--- config.mk ---
export PLATFORM = sky130hd
export DESIGN_NAME = uart_rx_int_ctrl
export DESIGN_NICKNAME = d
export VERILOG_FILES = /design/src/rtl/uart_rx_int_ctrl_pkg.sv /design/src/rtl/uart_rx_pop_seq.sv /design/src/rtl/uart_rx_int_ctrl.sv
export SDC_FILE = /design/constraint.sdc
export NUM_CORES = 1
export LEC_CHECK = 0
export CORE_MARGIN = 4
export CORE_UTILIZATION = 33
export DETAILED_ROUTE_END_ITERATION = 12
export MAX_ROUTING_LAYER = met4
export PLACE_DENSITY_LB_ADDON = 0.08
export SETUP_SLACK_MARGIN = 0.3
export SYNTH_ARGS = -nofsm -noshare
export SYNTH_HDL_FRONTEND = slang
export SYNTH_SLANG_ARGS = --single-unit
--- constraint.sdc ---
create_clock -name clk -period 1.7 [get_ports clk]
set_input_delay 0.17 -clock clk [delete_from_list [all_inputs] [get_ports clk]]
set_output_delay 0.17 -clock clk [all_outputs]
set_load 0.005 [all_outputs]
--- src/rtl/uart_rx_int_ctrl_pkg.sv ---
// rtl/uart_rx_int_ctrl_pkg.sv - shared IID codes, trigger encodings and FIFO counter width
`ifndef UART_FIFO_COUNTER_W
`define UART_FIFO_COUNTER_W 5
`endif

package uart_rx_int_ctrl_pkg;

  // 16550-style interrupt identification codes
  localparam logic [3:0] UART_II_RLS  = 4'b0110;
  localparam logic [3:0] UART_II_RDA  = 4'b0100;
  localparam logic [3:0] UART_II_TI   = 4'b1100;
  localparam logic [3:0] UART_II_NONE = 4'b0001;

  // FCR[7:6] trigger-level encodings
  localparam logic [1:0] UART_FC_1  = 2'b00;
  localparam logic [1:0] UART_FC_4  = 2'b01;
  localparam logic [1:0] UART_FC_8  = 2'b10;
  localparam logic [1:0] UART_FC_14 = 2'b11;

  typedef enum logic [1:0] {
    PS_IDLE = 2'd0,
    PS_POP  = 2'd1,
    PS_HOLD = 2'd2
  } pop_state_e;

  // Byte count at which the received-data interrupt fires
  function automatic logic [3:0] trig_bytes(input logic [1:0] lvl);
    logic [3:0] n;
    case (lvl)
      UART_FC_1:  n = 4'd1;
      UART_FC_4:  n = 4'd4;
      UART_FC_8:  n = 4'd8;
      default:    n = 4'd14;
    endcase
    return n;
  endfunction

endpackage

--- src/rtl/uart_rx_pop_seq.sv ---
// rtl/uart_rx_pop_seq.sv - one-pop-per-RBR-read sequencer and LSR read-release clear pulse
import uart_rx_int_ctrl_pkg::*;

module uart_rx_pop_seq (
  input  logic clk,
  input  logic wb_rst_i,
  input  logic rbr_rd,
  input  logic lsr_rd,
  input  logic rf_nonempty,
  input  logic rx_clr,
  output logic rf_pop,
  output logic lsr_mask
);

  pop_state_e state, state_next;
  logic       rbr_rd_q;
  logic       lsr_rd_q;
  logic       rbr_rise;

  // A read access starts on the first cycle rbr_rd is high; a held strobe is one access
  assign rbr_rise = rbr_rd & ~rbr_rd_q;

  // Next-state: pop only on a fresh read of a non-empty FIFO; a FIFO reset wins
  always_comb begin
    state_next = state;
    if (rx_clr) begin
      state_next = PS_IDLE;
    end else begin
      case (state)
        PS_IDLE: if (rbr_rise && rf_nonempty) state_next = PS_POP;
        PS_POP:  state_next = PS_HOLD;
        PS_HOLD: if (!rbr_rd) state_next = PS_IDLE;
        default: state_next = PS_IDLE;
      endcase
    end
  end

  // State, strobe history and registered pulse outputs
  always_ff @(posedge clk or posedge wb_rst_i) begin
    if (wb_rst_i) begin
      state    <= PS_IDLE;
      rbr_rd_q <= 1'b0;
      lsr_rd_q <= 1'b0;
      rf_pop   <= 1'b0;
      lsr_mask <= 1'b0;
    end else begin
      state    <= state_next;
      rbr_rd_q <= rbr_rd;
      lsr_rd_q <= lsr_rd;
      rf_pop   <= (state_next == PS_POP);
      lsr_mask <= lsr_rd_q & ~lsr_rd;
    end
  end

endmodule

--- src/rtl/uart_rx_int_ctrl.sv ---
// rtl/uart_rx_int_ctrl.sv - RX FIFO control pulses and prioritised receive interrupts (option: UART_RX_TIMEOUT_INT_EN)
`ifndef UART_FIFO_COUNTER_W
`define UART_FIFO_COUNTER_W 5
`endif

import uart_rx_int_ctrl_pkg::*;

module uart_rx_int_ctrl #(
  parameter int FIFO_CNT_W = `UART_FIFO_COUNTER_W,
  parameter int TOC_W      = 10
) (
  input  logic                  clk,
  input  logic                  wb_rst_i,
  input  logic                  rbr_rd,
  input  logic                  lsr_rd,
  input  logic                  fcr_wr,
  input  logic [7:0]            fcr_wdata,
  input  logic                  ier_rda,
  input  logic                  ier_rls,
  input  logic [FIFO_CNT_W-1:0] rf_count,
  input  logic                  rf_error_bit,
  input  logic                  rf_overrun,
  input  logic [TOC_W-1:0]      counter_t,
  output logic                  rf_pop,
  output logic                  rx_reset,
  output logic                  lsr_mask,
  output logic                  rda_int,
  output logic                  rls_int,
  output logic                  ti_int,
  output logic [3:0]            rx_iid,
  output logic                  rx_int_o
);

  logic                  rx_reset_req;
  logic [1:0]            trig_lvl;
  logic [FIFO_CNT_W-1:0] trig_cnt;
  logic                  rda_next;
  logic                  rls_next;
  logic                  ti_next;
  logic [3:0]            iid_next;
  logic                  unused_fcr_bits;

  assign rx_reset_req    = fcr_wr & fcr_wdata[1];
  assign trig_cnt        = FIFO_CNT_W'(trig_bytes(trig_lvl));
  assign unused_fcr_bits = ^{fcr_wdata[5:2], fcr_wdata[0]};

  uart_rx_pop_seq u_pop (
    .clk         (clk),
    .wb_rst_i    (wb_rst_i),
    .rbr_rd      (rbr_rd),
    .lsr_rd      (lsr_rd),
    .rf_nonempty (rf_count != '0),
    .rx_clr      (rx_reset_req | rx_reset),
    .rf_pop      (rf_pop),
    .lsr_mask    (lsr_mask)
  );

  // Next-state interrupt flags; line status set has priority over its clear
  always_comb begin
    rda_next = ier_rda && (rf_count >= trig_cnt);
    rls_next = rls_int;
    if (ier_rls && (rf_error_bit || rf_overrun)) rls_next = 1'b1;
    else if (lsr_mask)                           rls_next = 1'b0;
  end

`ifdef UART_RX_TIMEOUT_INT_EN
  // Timeout flag: any pop, FIFO reset or disable clears it before a new set is considered
  always_comb begin
    ti_next = ti_int;
    if (rf_pop || rx_reset || !ier_rda)          ti_next = 1'b0;
    else if (rf_count != '0 && counter_t == '0)  ti_next = 1'b1;
  end
`else
  logic unused_counter_t;
  assign unused_counter_t = ^counter_t;
  assign ti_next          = 1'b0;
`endif

  // IID from next-state flags so it lines up with the registered flags
  always_comb begin
    iid_next = UART_II_NONE;
    if (rls_next)      iid_next = UART_II_RLS;
    else if (rda_next) iid_next = UART_II_RDA;
    else if (ti_next)  iid_next = UART_II_TI;
  end

  // Registered FCR side effects and interrupt outputs
  always_ff @(posedge clk or posedge wb_rst_i) begin
    if (wb_rst_i) begin
      rx_reset <= 1'b0;
      trig_lvl <= UART_FC_1;
      rda_int  <= 1'b0;
      rls_int  <= 1'b0;
      ti_int   <= 1'b0;
      rx_iid   <= UART_II_NONE;
      rx_int_o <= 1'b0;
    end else begin
      rx_reset <= rx_reset_req;
      if (fcr_wr) trig_lvl <= fcr_wdata[7:6];
      rda_int  <= rda_next;
      rls_int  <= rls_next;
      ti_int   <= ti_next;
      rx_iid   <= iid_next;
      rx_int_o <= rda_next | rls_next | ti_next;
    end
  end

endmodule

==> summary.txt <==
Synth
  – Post-synth top area share: 0.4979
  – Largest family of logic cells by synthesized area: simple AND/OR/NAND/NOR gates
  – Syn. warnings: 0
  – #FFs+latches synth: 13
  – Adder-Cell Fraction of Synth Area: 0.08299
  – Synth area leader: dfrtp_1
  – Syn avg cell area: 10.77 µm²
  – Post-synthesis cell type count: 23
  – Register area share after synthesis: 0.5415
  – Post-synthesis mux area share: 0.01867
  – Largest cells by area after synthesis: dfrtp_1 (50%), ha_1 (8.3%), buf_4 (5.0%), dfstp_2 (4.4%), nand2_1 (3.7%)
  – Xor/xnor share of the synthesized area: 0
  – Synth Cell Area: 603.1 µm²
  – Post-synthesis compound-gate area fraction: 0.07676
  – Cell count after synthesis: 56
  – Post-Synth Simple-Gate Area: 0.1929

Setup path
  – Startpoint Class: flop
  – Crit path DAT: 1.58 ns
  – Required @ worst endpoint: 1.91 ns
  – Worst r2r dst: rx_iid[0]
  – Worst r2r src: trig_lvl[1]
  – R2R Setup Slk: 0.33 ns
  – Worst-case reg-to-reg path depth: 5
  – Critical path peak fanout: 3
  – CP Capture Type: flop
  – CP Class: flop to flop

Drt
  – First-iteration detailed-routing DRC count: 4
  – Final ANT Viol Nets: 0
  – DR vias/cell: 4.509
  – Routed WL: 1247 µm
  – DR WL/cell: 11.34 µm
  – Via Count: 496
  – Drt first pass iters: 2
  – DRC viols: 0

Floorplanning
  – Num ports: 43
  – Die width: 50.75 µm
  – Core ar.: 1727 µm²
  – Row cnt: 15
  – Die area: 2576 µm²
  – Die height: 50.75 µm
  – Initial core utilization: 0.3493

Status
  – Outcome: complete, no violations

Global routing
  – Initial antenna violation count: 0
  – First-pass GRT wire length: 1945 µm
  – Grt total ovfl: 0
  – Largest net degree at the start of global routing: 14
  – Vias in the first global route: 470
  – Total GRT Usage: 0.1083

Pwr
  – Max VDD drop: 0.4028 mV
  – Power per cell area: 736.9 nW/µm²
  – Leakage: 0.4115 nW

Timing
  – Final setup viols: 0
  – Final Hold Viols: 0
  – Worst setup margin: 0.3344 ns
  – Max Slew Vio Count: 0
  – Max Freq: 732.3 MHz
  – Min cycle time layout: 1.366 ns
  – Total Neg Setup Slack: 0 ns
  – Layout Skew: 0.0008791 ns
  – RSZ-0062 raised after global routing: true
  – Final Cycle Share: 0.8033

Placement
  – PortBufs: 25
  – DP Wirelength: 935.4 µm
  – Gpl congestion: 0.8108
  – Setup WS pre-CTS: 0.1292 ns

CTS
  – Worst-Skew Late Latency: 0.27 ns
  – CTS Hold Bufs: 0
  – # H-tree levels: 1
  – Clk pin slew, worst setup/hold paths: 0.08 ns
  – Max Buffers Root-to-Sink: 2
  – Sink Count: 13
  – Total CTS buffers: 3
  – Clock root buffer: clkbuf_4
  – CTS tree: done

Cells and area
  – Layout cells sized above 1: 0.2118
  – Number of nets in the layout: 122
  – Commonest non-fill, non-tap cell in the layout: clkdlybuf4s50_1
  – # diodes: 0
  – Commonest cells after routing, fill and taps aside: clkdlybuf4s50_1 (24), dfrtp_1 (12), nand2_1 (5)
  – Area growth syn-to-layout: 58.92%

Hold path
  – Hold Crit Class: input pin to async pin

Job
  – Max Cap Viol: 0
layer usage:
layer  up-vias  routed length (µm)  part of all wire  track usage
met2        19                 608              0.49       0.1674
met3         5                  80             0.064      0.02671
met5         -                   0                 0            -
met1       228                 520              0.42       0.1204
met4         0                  37             0.030      0.08072
li1        244                   -                 -            -
report_power, final:
part | switching, W | internal (W)
clock network | 0.0000979 | 0.0000910
logic | 0.0000640 | 0.000109
registers | 0.0000123 | 0.000332
through the flow:
stage	instance area (µm²)	instances	hold slack, ns	power, W	utilization
detailed placement	858.3	103	0.4741	0.0004928	0.4971
global route	958.4	110	0.2415	0.0007515	0.5551
finish	958.4	110	0.2100	0.0007062	0.5551
global placement	858.3	103	0.4479	0.0004904	0.4971
CTS	883.3	107	0.2279	0.0006858	0.5116
floorplan	606.8	57	0.04624	0.0004153	-
worst max-delay path, cell delays in order (launching register included):
cell	delay (ns)
dfrtp_1	0.41
inv_2	0.07
ha_4	0.28
nand3_2	0.08
o311a_1	0.30
and2_1	0.16
timing repair:
item                       in CTS  in global routing
setup endpoints to repair       1                  4
buffers inserted                0                  3
pin swaps                       0                  3
resized for setup               1                  9
gates cloned                    0                  0
sequential cells by signal, indices dropped and copies added (netlist names):
register,count
u_pop.lsr_mask,1
rx_iid,2
u_pop.state,2
u_pop.rbr_rd_q,1
rx_reset,1
rx_int_o,1
u_pop.lsr_rd_q,1
rda_int,1
trig_lvl,2
u_pop.rf_pop,1
kinds of logic (layout without fill, tap and decap cells):
family	count (synthesis)	in the layout
muxes	1	1
and+or+nand+nor	21	21
other	1	2
AOI/OAI and AO/OA	7	7
buffers and inverters	9	37
adders and majority gates	4	4
DFF	13	13
cell usage after synthesis (all sizes together):
library cell / instances
a31oi: 1
nor4: 2
or2: 1
nand3: 2
or4: 1
conb: 1
nand2: 6
nor2: 2
inv: 5
nor2b: 2
nand2b: 1
o311a: 1
and2: 2
buf: 4
dfrtp: 12
a21o: 1
a211oi: 1
ha: 4
o21ai: 3
or4b: 1
nor3: 1
mux2: 1
dfstp: 1
area by class of cell:
cell class	count	area (µm²)
Multi-Input combinational cell	35	284.0
Clock buffer	4	26.28
Inverter	5	18.77
Sequential cell	13	326.6
Timing Repair Buffer	28	271.5
Tap cell	25	31.28
Fill cell	165	768.2
worst max path at each step:
stage	end	depth (start not counted)	from	slack, ns
2_1_floorplan	rx_iid[0]	5	trig_lvl[1]	0.42
3_3_place_gp	rx_iid[0]	5	rf_count[3]	0.13
3_5_place_dp	rx_iid[0]	6	rf_count[0]	0.13
4_1_cts	rx_iid[0]	5	trig_lvl[1]	0.32
5_1_grt	rx_iid[0]	5	trig_lvl[0]	0.28
6_report	rx_iid[0]	5	trig_lvl[1]	0.33
No activity file was read; power rests on OpenSTA's default activity.
